## src/rtl/dac_word_sequencer_if.sv

```systemverilog
// ----------------------------------------------------------------------------
// dac_word_sequencer_if
//   Write-port bundle between dac_word_sequencer and the fifo2shiftreg
//   serializer (DIN / WR_EN / FULL).
//   Signals:
//     din    16-bit command word {ch_index[3:0], code[11:0]}
//     wr_en  write strobe, one word per high cycle
//     full   FIFO full flag, fed back to the writer
//   Modports:
//     master  the sequencer side (drives din/wr_en, observes full)
//     slave   the FIFO side (observes din/wr_en, drives full)
// ----------------------------------------------------------------------------
interface dac_word_sequencer_if;
  logic [15:0] din;
  logic        wr_en;
  logic        full;

  modport master (output din, output wr_en, input  full);
  modport slave  (input  din, input  wr_en, output full);
endinterface

```

## src/rtl/dac_word_sequencer.sv

```systemverilog
// ----------------------------------------------------------------------------
// dac_word_sequencer
//   Takes a parallel snapshot of NCH 12-bit DAC channel codes when START is
//   pulsed and writes them, one word per cycle, as {ch_index[3:0], code[11:0]}
//   into the write port of the fifo2shiftreg serializer (same clock domain).
//
//   Parameters:
//     NCH  number of channels, 1..16
//     DW   bits per channel code, fixed at 12
//   Ports:
//     clk_i        system clock (also the FIFO write clock)
//     rst_i        asynchronous active-high reset
//     cfg_data_i   channel codes, channel i in bits [i*12+11 : i*12]
//     start_i      one-cycle burst request, honoured only when idle
//     busy_o       high from the accepted START through the DONE cycle
//     done_o       one-cycle pulse in the cycle after the last write
//     fifo         write port to fifo2shiftreg (master modport)
//
//   Optional feature, macro SKIP_UNCHANGED_EN:
//     Remembers the last code written per channel and skips channels whose
//     snapshot code is unchanged. Each channel still takes exactly one cycle
//     when not stalled, so burst length in cycles stays NCH.
// ----------------------------------------------------------------------------
module dac_word_sequencer #(
  parameter int NCH = 4,
  parameter int DW  = 12
) (
  input  logic                 clk_i,
  input  logic                 rst_i,
  input  logic [NCH*DW-1:0]    cfg_data_i,
  input  logic                 start_i,
  output logic                 busy_o,
  output logic                 done_o,
  dac_word_sequencer_if.master fifo
);

  typedef enum logic [1:0] {IDLE, WRITE, FIN} state_t;

  localparam logic [3:0] LastIdx = 4'(NCH - 1);

  state_t        state_q;
  logic [3:0]    index_q;
  logic [3:0]    index_d;
  logic [15:0]   din_q;
  logic          busy_q;
  logic          done_q;
  logic [DW-1:0] snap_q [NCH];

  logic [DW-1:0] curCode;
  logic [DW-1:0] nextCode;
  logic          pending;
  logic          wrEn;
  logic          advance;

  // Select the snapshot code for the current and the following channel with
  // a compare loop, so the index width never has to match the array depth.
  always_comb begin
    index_d  = index_q + 4'd1;
    curCode  = '0;
    nextCode = '0;
    for (int i = 0; i < NCH; i++) begin
      if (index_q == 4'(i)) curCode  = snap_q[i];
      if (index_d == 4'(i)) nextCode = snap_q[i];
    end
  end

`ifdef SKIP_UNCHANGED_EN
  logic [DW-1:0] shadow_q [NCH];
  logic [DW-1:0] curShadow;

  always_comb begin
    curShadow = '0;
    for (int i = 0; i < NCH; i++) begin
      if (index_q == 4'(i)) curShadow = shadow_q[i];
    end
  end

  // A channel only needs a word if its code differs from what was last sent.
  assign pending = (curCode != curShadow);

  // Shadow follows every word actually handed to the FIFO.
  always_ff @(posedge clk_i or posedge rst_i) begin
    if (rst_i) begin
      for (int i = 0; i < NCH; i++) shadow_q[i] <= '0;
    end else if (wrEn) begin
      for (int i = 0; i < NCH; i++) begin
        if (index_q == 4'(i)) shadow_q[i] <= curCode;
      end
    end
  end
`else
  assign pending = 1'b1;
`endif

  // Write strobe stays combinational on FULL so a write never lands on a full
  // FIFO; a skipped channel advances without touching the FIFO.
  assign wrEn    = (state_q == WRITE) && !fifo.full && pending;
  assign advance = (state_q == WRITE) && (wrEn || !pending);

  // Sequencer FSM. din_q always holds the word for index_q while in WRITE,
  // so on each advance it is preloaded with the next channel's word.
  always_ff @(posedge clk_i or posedge rst_i) begin
    if (rst_i) begin
      state_q <= IDLE;
      index_q <= '0;
      din_q   <= '0;
      busy_q  <= 1'b0;
      done_q  <= 1'b0;
      for (int i = 0; i < NCH; i++) snap_q[i] <= '0;
    end else begin
      case (state_q)
        IDLE: begin
          done_q <= 1'b0;
          if (start_i) begin
            for (int i = 0; i < NCH; i++) snap_q[i] <= cfg_data_i[i*DW +: DW];
            index_q <= '0;
            din_q   <= {4'd0, cfg_data_i[DW-1:0]};
            busy_q  <= 1'b1;
            state_q <= WRITE;
          end
        end
        WRITE: begin
          if (advance) begin
            if (index_q == LastIdx) begin
              done_q  <= 1'b1;
              state_q <= FIN;
            end else begin
              index_q <= index_d;
              din_q   <= {index_d, nextCode};
            end
          end
        end
        FIN: begin
          done_q  <= 1'b0;
          busy_q  <= 1'b0;
          index_q <= '0;
          state_q <= IDLE;
        end
        default: begin
          state_q <= IDLE;
        end
      endcase
    end
  end

  assign fifo.din   = din_q;
  assign fifo.wr_en = wrEn;
  assign busy_o     = busy_q;
  assign done_o     = done_q;

endmodule

```

## src/flat_wrapper.sv

```systemverilog
// flat-port wrapper written by rule: the top's interface ports become plain ports
module dac_word_sequencer_flat 
#(
  parameter int NCH = 4,
  parameter int DW  = 12
)
  (clk_i, rst_i, cfg_data_i, start_i, busy_o, done_o, fifo_din, fifo_wr_en, fifo_full);
  dac_word_sequencer_if fifo_i ();
  input  logic clk_i;
  input  logic rst_i;
  input  logic [NCH*DW-1:0] cfg_data_i;
  input  logic start_i;
  output logic busy_o;
  output logic done_o;
  output wire logic [$bits(fifo_i.din)-1:0] fifo_din;
  output wire logic [$bits(fifo_i.wr_en)-1:0] fifo_wr_en;
  input wire logic [$bits(fifo_i.full)-1:0] fifo_full;
  assign fifo_din = fifo_i.din;
  assign fifo_wr_en = fifo_i.wr_en;
  assign fifo_i.full = fifo_full;
  dac_word_sequencer #(.NCH(NCH), .DW(DW)) u_core (.clk_i(clk_i), .rst_i(rst_i), .cfg_data_i(cfg_data_i), .start_i(start_i), .busy_o(busy_o), .done_o(done_o), .fifo(fifo_i));
endmodule
```

## config.mk

```make
export PLATFORM = sky130hd
export DESIGN_NAME = dac_word_sequencer_flat
export DESIGN_NICKNAME = d
export VERILOG_FILES = /design/src/rtl/dac_word_sequencer_if.sv /design/src/rtl/dac_word_sequencer.sv /design/src/flat_wrapper.sv
export SDC_FILE = /design/constraint.sdc
export NUM_CORES = 1
export LEC_CHECK = 0
export CAP_MARGIN = 20
export CORE_ASPECT_RATIO = 0.75
export CORE_MARGIN = 2
export CORE_UTILIZATION = 32
export DETAILED_ROUTE_END_ITERATION = 16
export GPL_ROUTABILITY_DRIVEN = 0
export GPL_TIMING_DRIVEN = 0
export PLACE_DENSITY = 0.54
export SETUP_SLACK_MARGIN = 0.3
export SKIP_CTS_REPAIR_TIMING = 1
export SYNTH_ARGS = -nofsm -noshare
export SYNTH_HDL_FRONTEND = slang
export SYNTH_SLANG_ARGS = --single-unit
```

## constraint.sdc

```tcl
create_clock -name clk_i -period 2.65 [get_ports clk_i]
set_clock_uncertainty 0.05 [all_clocks]
set_input_delay 0.265 -clock clk_i [delete_from_list [all_inputs] [get_ports clk_i]]
set_output_delay 0.265 -clock clk_i [all_outputs]
set_load 0.01 [all_outputs]
```

# [Word-level counts from Yosys, hierarchy flattened]
# Cells that the tools add are included.
[word_totals] ff_bits=72 latch_bits=0 ram_bits=0 mem_bits_ro=0 elab_cells=57 n_memories=0
[op_classes] n_addsub=1 n_mul=0 div_mod_pow=0 order_cmp=0 n_eq_ne=10 n_shift=0 n_mux=21 n_bitwise=0 n_reduce_logical=16
[op_table] operator="2-to-1 mux 12 bit" count=4
[op_table] operator="2-to-1 mux 16 bit" count=3
[op_table] operator="case mux 16 bit (2 select lines)" count=1
[op_table] operator="== test 4 x 2 -> 1 bit, second input constant" count=3
[op_table] operator="2-to-1 mux 4 bit" count=3
[op_table] operator="case mux 4 bit (3 select lines)" count=1
[op_table] operator="AND reduction 4 bit" count=2
[op_table] operator="2-to-1 mux 2 bit" count=3
[op_table] operator="AND reduction 3 bit" count=2
[op_table] operator="nonzero test 2 bit" count=3
[op_table] operator="adder 4 x 1 -> 4 bit, second input constant" count=1
[op_table] operator="== test 4 x 1 -> 1 bit, second input constant" count=1
[op_table] operator="zero test 4 bit" count=1
[op_table] operator="inequality test 2 x 1 -> 1 bit, second input constant" count=2
[op_table] operator="inequality test 2 bit, second input constant" count=2
[op_table] operator="case mux 1 bit (2 select lines)" count=2
[op_table] operator="case mux 2 bit (2 select lines)" count=1
[op_table] operator="AND reduction 2 bit" count=2
[op_table] operator="2-to-1 mux 1 bit" count=3
[op_table] operator="nonzero test 3 bit" count=1
[op_table] operator="== test 2 x 1 -> 1 bit, second input constant" count=1
[op_table] operator="== test 2 bit, second input constant" count=1
[op_table] operator="logical AND 1 bit" count=2
[op_table] operator="zero test 2 bit" count=1
[op_table] operator="other kinds (2)" count=2

# [Logic depth before layout (Yosys ltp)]
[logic_depth] ltp_word=9 ltp_mapped=9 depth_no_buf=7

# [Least setup slack after synthesis]
# Ideal clock, no wire load.
[synth_timing] path_kind="register -> register" startpoint="register u_core.index_q[1]" endpoint="register u_core.din_q[0] (netlist: u_core.fifo.din[0])" setup_time_ns=0.130 arrival_ns=1.819 t_required_ns=2.470 setup_slack_ns=0.651 path_stages_with_launch=9 path_buffers=2 synth_period_minus_slack_ns=1.999 cell_sequence="dfrtp_1 ha_1 or3b_4 a31oi_4 or2_1 buf_4 buf_6 o31ai_1 a21oi_2"
[synth_via] elab_chain_cells=9 elab_cells_between_ends=15 cone_classes="add/sub (1); eq/ne (5); mux (7); reduce/logical (2)"
[synth_lines] item="from (decl)" line_no="dac_word_sequencer.sv:42" source="logic [3:0] index_q;"
[synth_lines] item="from (signal assigned)" line_no="dac_word_sequencer.sv:128" source="index_q <= index_d;"
[synth_lines] item="adder 4 x 1 -> 4 bit" line_no="dac_word_sequencer.sv:58" source="index_d = index_q + 4'd1;"
[synth_lines] item="zero test 4 bit" line_no="dac_word_sequencer.sv:63" source="if (index_d == 4'(i)) nextCode = snap_q[i];"
[synth_lines] item="2-to-1 mux 12 bit (4 in series)" line_no="dac_word_sequencer.sv:63"
[synth_lines] item="2-to-1 mux 16 bit" line_no="dac_word_sequencer.sv:124" source="if (index_q == LastIdx) begin"
[synth_lines] item="2-to-1 mux 16 bit" line_no="dac_word_sequencer.sv:123" source="if (advance) begin"
[synth_lines] item="case mux 16 bit (2 select lines)" line_no="dac_word_sequencer.sv:111" source="case (state_q)"
[synth_lines] item="to (signal assigned)" line_no="dac_word_sequencer.sv:117" source="din_q <= {4'd0, cfg_data_i[DW-1:0]};"
[synth_lines] item="to (signal assigned)" line_no="dac_word_sequencer.sv:129" source="din_q <= {index_d, nextCode};"
[synth_lines] item="to (decl)" line_no="dac_word_sequencer.sv:44" source="logic [15:0] din_q;"
# Several ways; a longest one is shown, not always the timed one. The select of a mux whose other input is x is not followed.
# A chain may end at the register's enable or synchronous reset.

# [Worst setup path after layout]
[layout_timing] startpoint="register u_core.state_q[1]" endpoint="output fifo_wr_en"
[layout_via] elab_chain_cells=2
[layout_lines] item="from (decl)" line_no="dac_word_sequencer.sv:41" source="state_t state_q;"
[layout_lines] item="from (signal assigned)" line_no="dac_word_sequencer.sv:104" source="state_q <= IDLE;"
[layout_lines] item="from (signal assigned)" line_no="dac_word_sequencer.sv:119" source="state_q <= WRITE;"
[layout_lines] item="from (signal assigned)" line_no="dac_word_sequencer.sv:126" source="state_q <= FIN;"
[layout_lines] item="== test 2 x 1 -> 1 bit" line_no="dac_word_sequencer.sv:97" source="assign wrEn = (state_q == WRITE) && !fifo.full && pending;"
[layout_lines] item="logical AND 1 bit" line_no="dac_word_sequencer.sv:97"
[layout_lines] item="to (decl)" line_no="flat_wrapper.sv:16" source="output wire logic [$bits(fifo_i.wr_en)-1:0] fifo_wr_en;"
# No other way between the ends.

==> summary.md <==
| Metric | Value |
|---|---|
| Vias | 3,065 |
| Status | completed |
| Max-slew violations | 0 |
| Slew margin rel. | 61.2% |
| Synth top area cells | dfrtp_1 (48%), mux2_2 (6.9%), mux2_1 (4.5%), o21ai_0 (3.0%), a21oi_1 (2.7%) |
| Area leader, netlist | dfrtp_1 |
| Die Y | 97.5 um |
| Leak pwr | 0.00204 uW |
| Max Fclk | 455 MHz |
| Unrepaired setup endpoints after global routing | no |
| Total die area | 12,500 um^2 |
| Port Buffers | 70 |
| Syn. warnings | 0 |
| DR DRC count | 0 |
| Number of synthesized flops with an enable pin | 0 |
| Clock slew at reported path FFs | 0.06 ns |
| Vias in the first global route | 2,980 |
| RR Endpoint | u_core.fifo.din[2] |
| Core region area | 11,500 um^2 |
| Most numerous cell in the Yosys netlist | dfrtp_1 |
| Finished Core Util | 43.0% |
| Diode count | 0 |
| Xor-xnor portion of the synthesized cell area | 0.470% |
| Library cells used by synthesis | 44 |
| Final hold violations | 0 |
| CP required | 2.34 ns |
| Largest family of logic cells by synthesized area | compound AO/OA/AOI/OAI gates |
| Share of the synthesized area in the top cell type | 48.3% |
| Register area share after synthesis | 48.3% |
| Min Hold Slack | 0.235 ns |
| Global-route wire length before repair | 16.9 mm |
| Crit path max fanout | 9 |
| Num CTS Buffers | 9 |
| Non-filler cells, final | 591 |
| Min Tclk post-route | 2.20 ns |
| CTS Buffer Depth | 2 |
| Worst Setup End Kind | primary output |
| Post-synthesis compound-gate area fraction | 20.2% |
| FF+latch count, synth | 72 |
| Core Rows | 34 |
| Synth Area in Simple Gates | 12.9% |
| Crit start category | register |
| Crit path DAT | 1.88 ns |
| Via/cell ratio | 5.19 |
| Reg2reg path depth | 7 |
| Post-Place Cells | 577 |
| Worst-Margin Slew | 0.582 ns |
| Net Count, Synth | 418 |
| Setup-failing EPs final | 0 |
| PwrDens | 1220 nW/um^2 |
| R2r startpoint | u_core.index_q[1] |
| Multiplexer area fraction after synthesis | 11.5% |
| Routed wire length | 10.5 mm |
| 1st-pass router iterations | 4 |
| Mapped Area | 3730 um^2 |
| Adder-Cell Fraction of Synth Area | 1.34% |
| WL/cell | 17.7 um |
| Top cells by count, synth | dfrtp_1 (72), mux2_2 (23), o21ai_0 (22), a21oi_1 (20) |
| Synth Flop Type | dfrtp_1 |
| DRT iter0 DRCs | 251 |
| Initial Util | 32.5% |
| Post-Synthesis Cells | 362 |
| Largest net degree at the start of global routing | 42 |
| TritonCTS clock tree | yes |
| Avg Cell Area, Syn | 10.3 um^2 |
| Overflow after GRT | 0 |
| Synthesis-to-finish area growth | 32.5% |
| CTS H-tree depth | 3 |
| Antenna violations before repair | 0 |
| Root Driver | clkbuf_16 |
| Die Width | 129 um |
| Clock sink total | 72 |
| Fraction of layout cells with a size suffix above 1 | 16.8% |
| Max_cap viols | 0 |
| Post-synth ARST share | 100% |
| Gr usage total | 17.7% |
| Setup Crit Path Kind | register to primary output |
| Final nets | 500 |
| Worst vdd ir | 458 uV |
| Detail Route Antenna Nets | 0 |
| R2r setup slk | 0.47 ns |
| Hold Path Class | input port to asynchronous set/reset pin |
| Skew-Pair Late Insertion Delay | 0.34 ns |
| HPWL after DPL | 7.69 mm |
| Overall power | 6000 uW |
| Tcrit/Tclk final | 82.9% |
| Fill cells | 1,148 |
| # IOs | 71 |
==> stage by stage <==
| step | worst slack, ns | TNS, ns | area (um^2) |
|---|---|---|---|
| 2_1_floorplan | 0.510 | 0 | 3730 |
| 3_3_place_gp | -0.839 | -60.09 | 4610 |
| 3_5_place_dp | 0.283 | 0 | 4630 |
| 4_1_cts | 0.261 | 0 | 4900 |
| 5_1_grt | 0.326 | 0 | 4940 |
| 6_report | 0.453 | 0 | 4940 |
==> layer usage <==
metal / GRT usage, % / wire (um)
met1: 27.7 / 5330
met4: 4.93 / 113
met3: 3.91 / 702
met2: 24.4 / 4330
met5: 0 / 0
==> sequential cells by signal, indices dropped and copies added, names as in the netlist <==
name,cells
u_core.snap_q,48
u_core.fifo.din,16
u_core.index_q,4
u_core.state_q,2
u_core.busy_o,1
u_core.done_o,1
==> where the power goes <==
part / leakage [uW] / total [uW] / switching [uW] / internal [uW]
clock: 0.000135 / 1140 / 441 / 701
sequential: 0.000865 / 1980 / 330 / 1650
combinational: 0.00105 / 2880 / 1590 / 1290
==> kinds of logic (layout without fill, tap and decap cells) <==
| family | count (synthesis) | after routing |
|---|---|---|
| mux | 38 | 38 |
| compound gates | 112 | 112 |
| flops | 72 | 72 |
| fa+ha+maj | 4 | 4 |
| xor+xnor | 2 | 2 |
| buf+inv | 42 | 127 |
| simple gates | 92 | 92 |
==> worst max-delay path, stage by stage (launching register included) <==
cell,delay [ns]
dfrtp_1,0.36
clkbuf_2,0.18
nand2b_1,0.17
clkbuf_2,0.17
nor2_2,0.12
clkdlybuf4s50_1,0.54
==> placed cells by master (no fill, tap or decap), types with 11 or more instances in the layout <==
master and n:
clkdlybuf4s50_1 70, nand2_1 18, mux2_1 15, dfrtp_1 71, o21ai_0 22, and3_1 12
clkbuf_1 11, nor2b_1 14, nor2_1 18, mux2_2 23, nor3_1 12, a21oi_1 20
inv_1 14, o31ai_1 11
==> final cells by class <==
cell class	count	area (um^2)	share of cell area [%]
Buffer	27	146	2.97
Multi-Input combinational cell	248	1750	35.5
Inverter	15	58.8	1.19
Timing Repair Buffer	71	721	14.6
Clock buffer	14	274	5.55
Sequential cell	72	1800	36.5
Tap cell	144	180	3.65
==> worst max path at each step <==
stage | cells after the start | startpoint | slack, ns | end
after CTS | 9 | u_core.index_q[0] | 0.26 | u_core.fifo.din[10]
after global routing | 9 | u_core.index_q[0] | 0.33 | u_core.fifo.din[11]
final | 5 | u_core.state_q[1] | 0.45 | fifo_wr_en
after global placement | 2 | rst_i | -0.84 | u_core.snap_q[0]
after detailed placement | 8 | start_i | 0.28 | u_core.snap_q[3]
after floorplan | 1 | rst_i | 0.51 | u_core.busy_o
(Power assumes the default switching activity.)
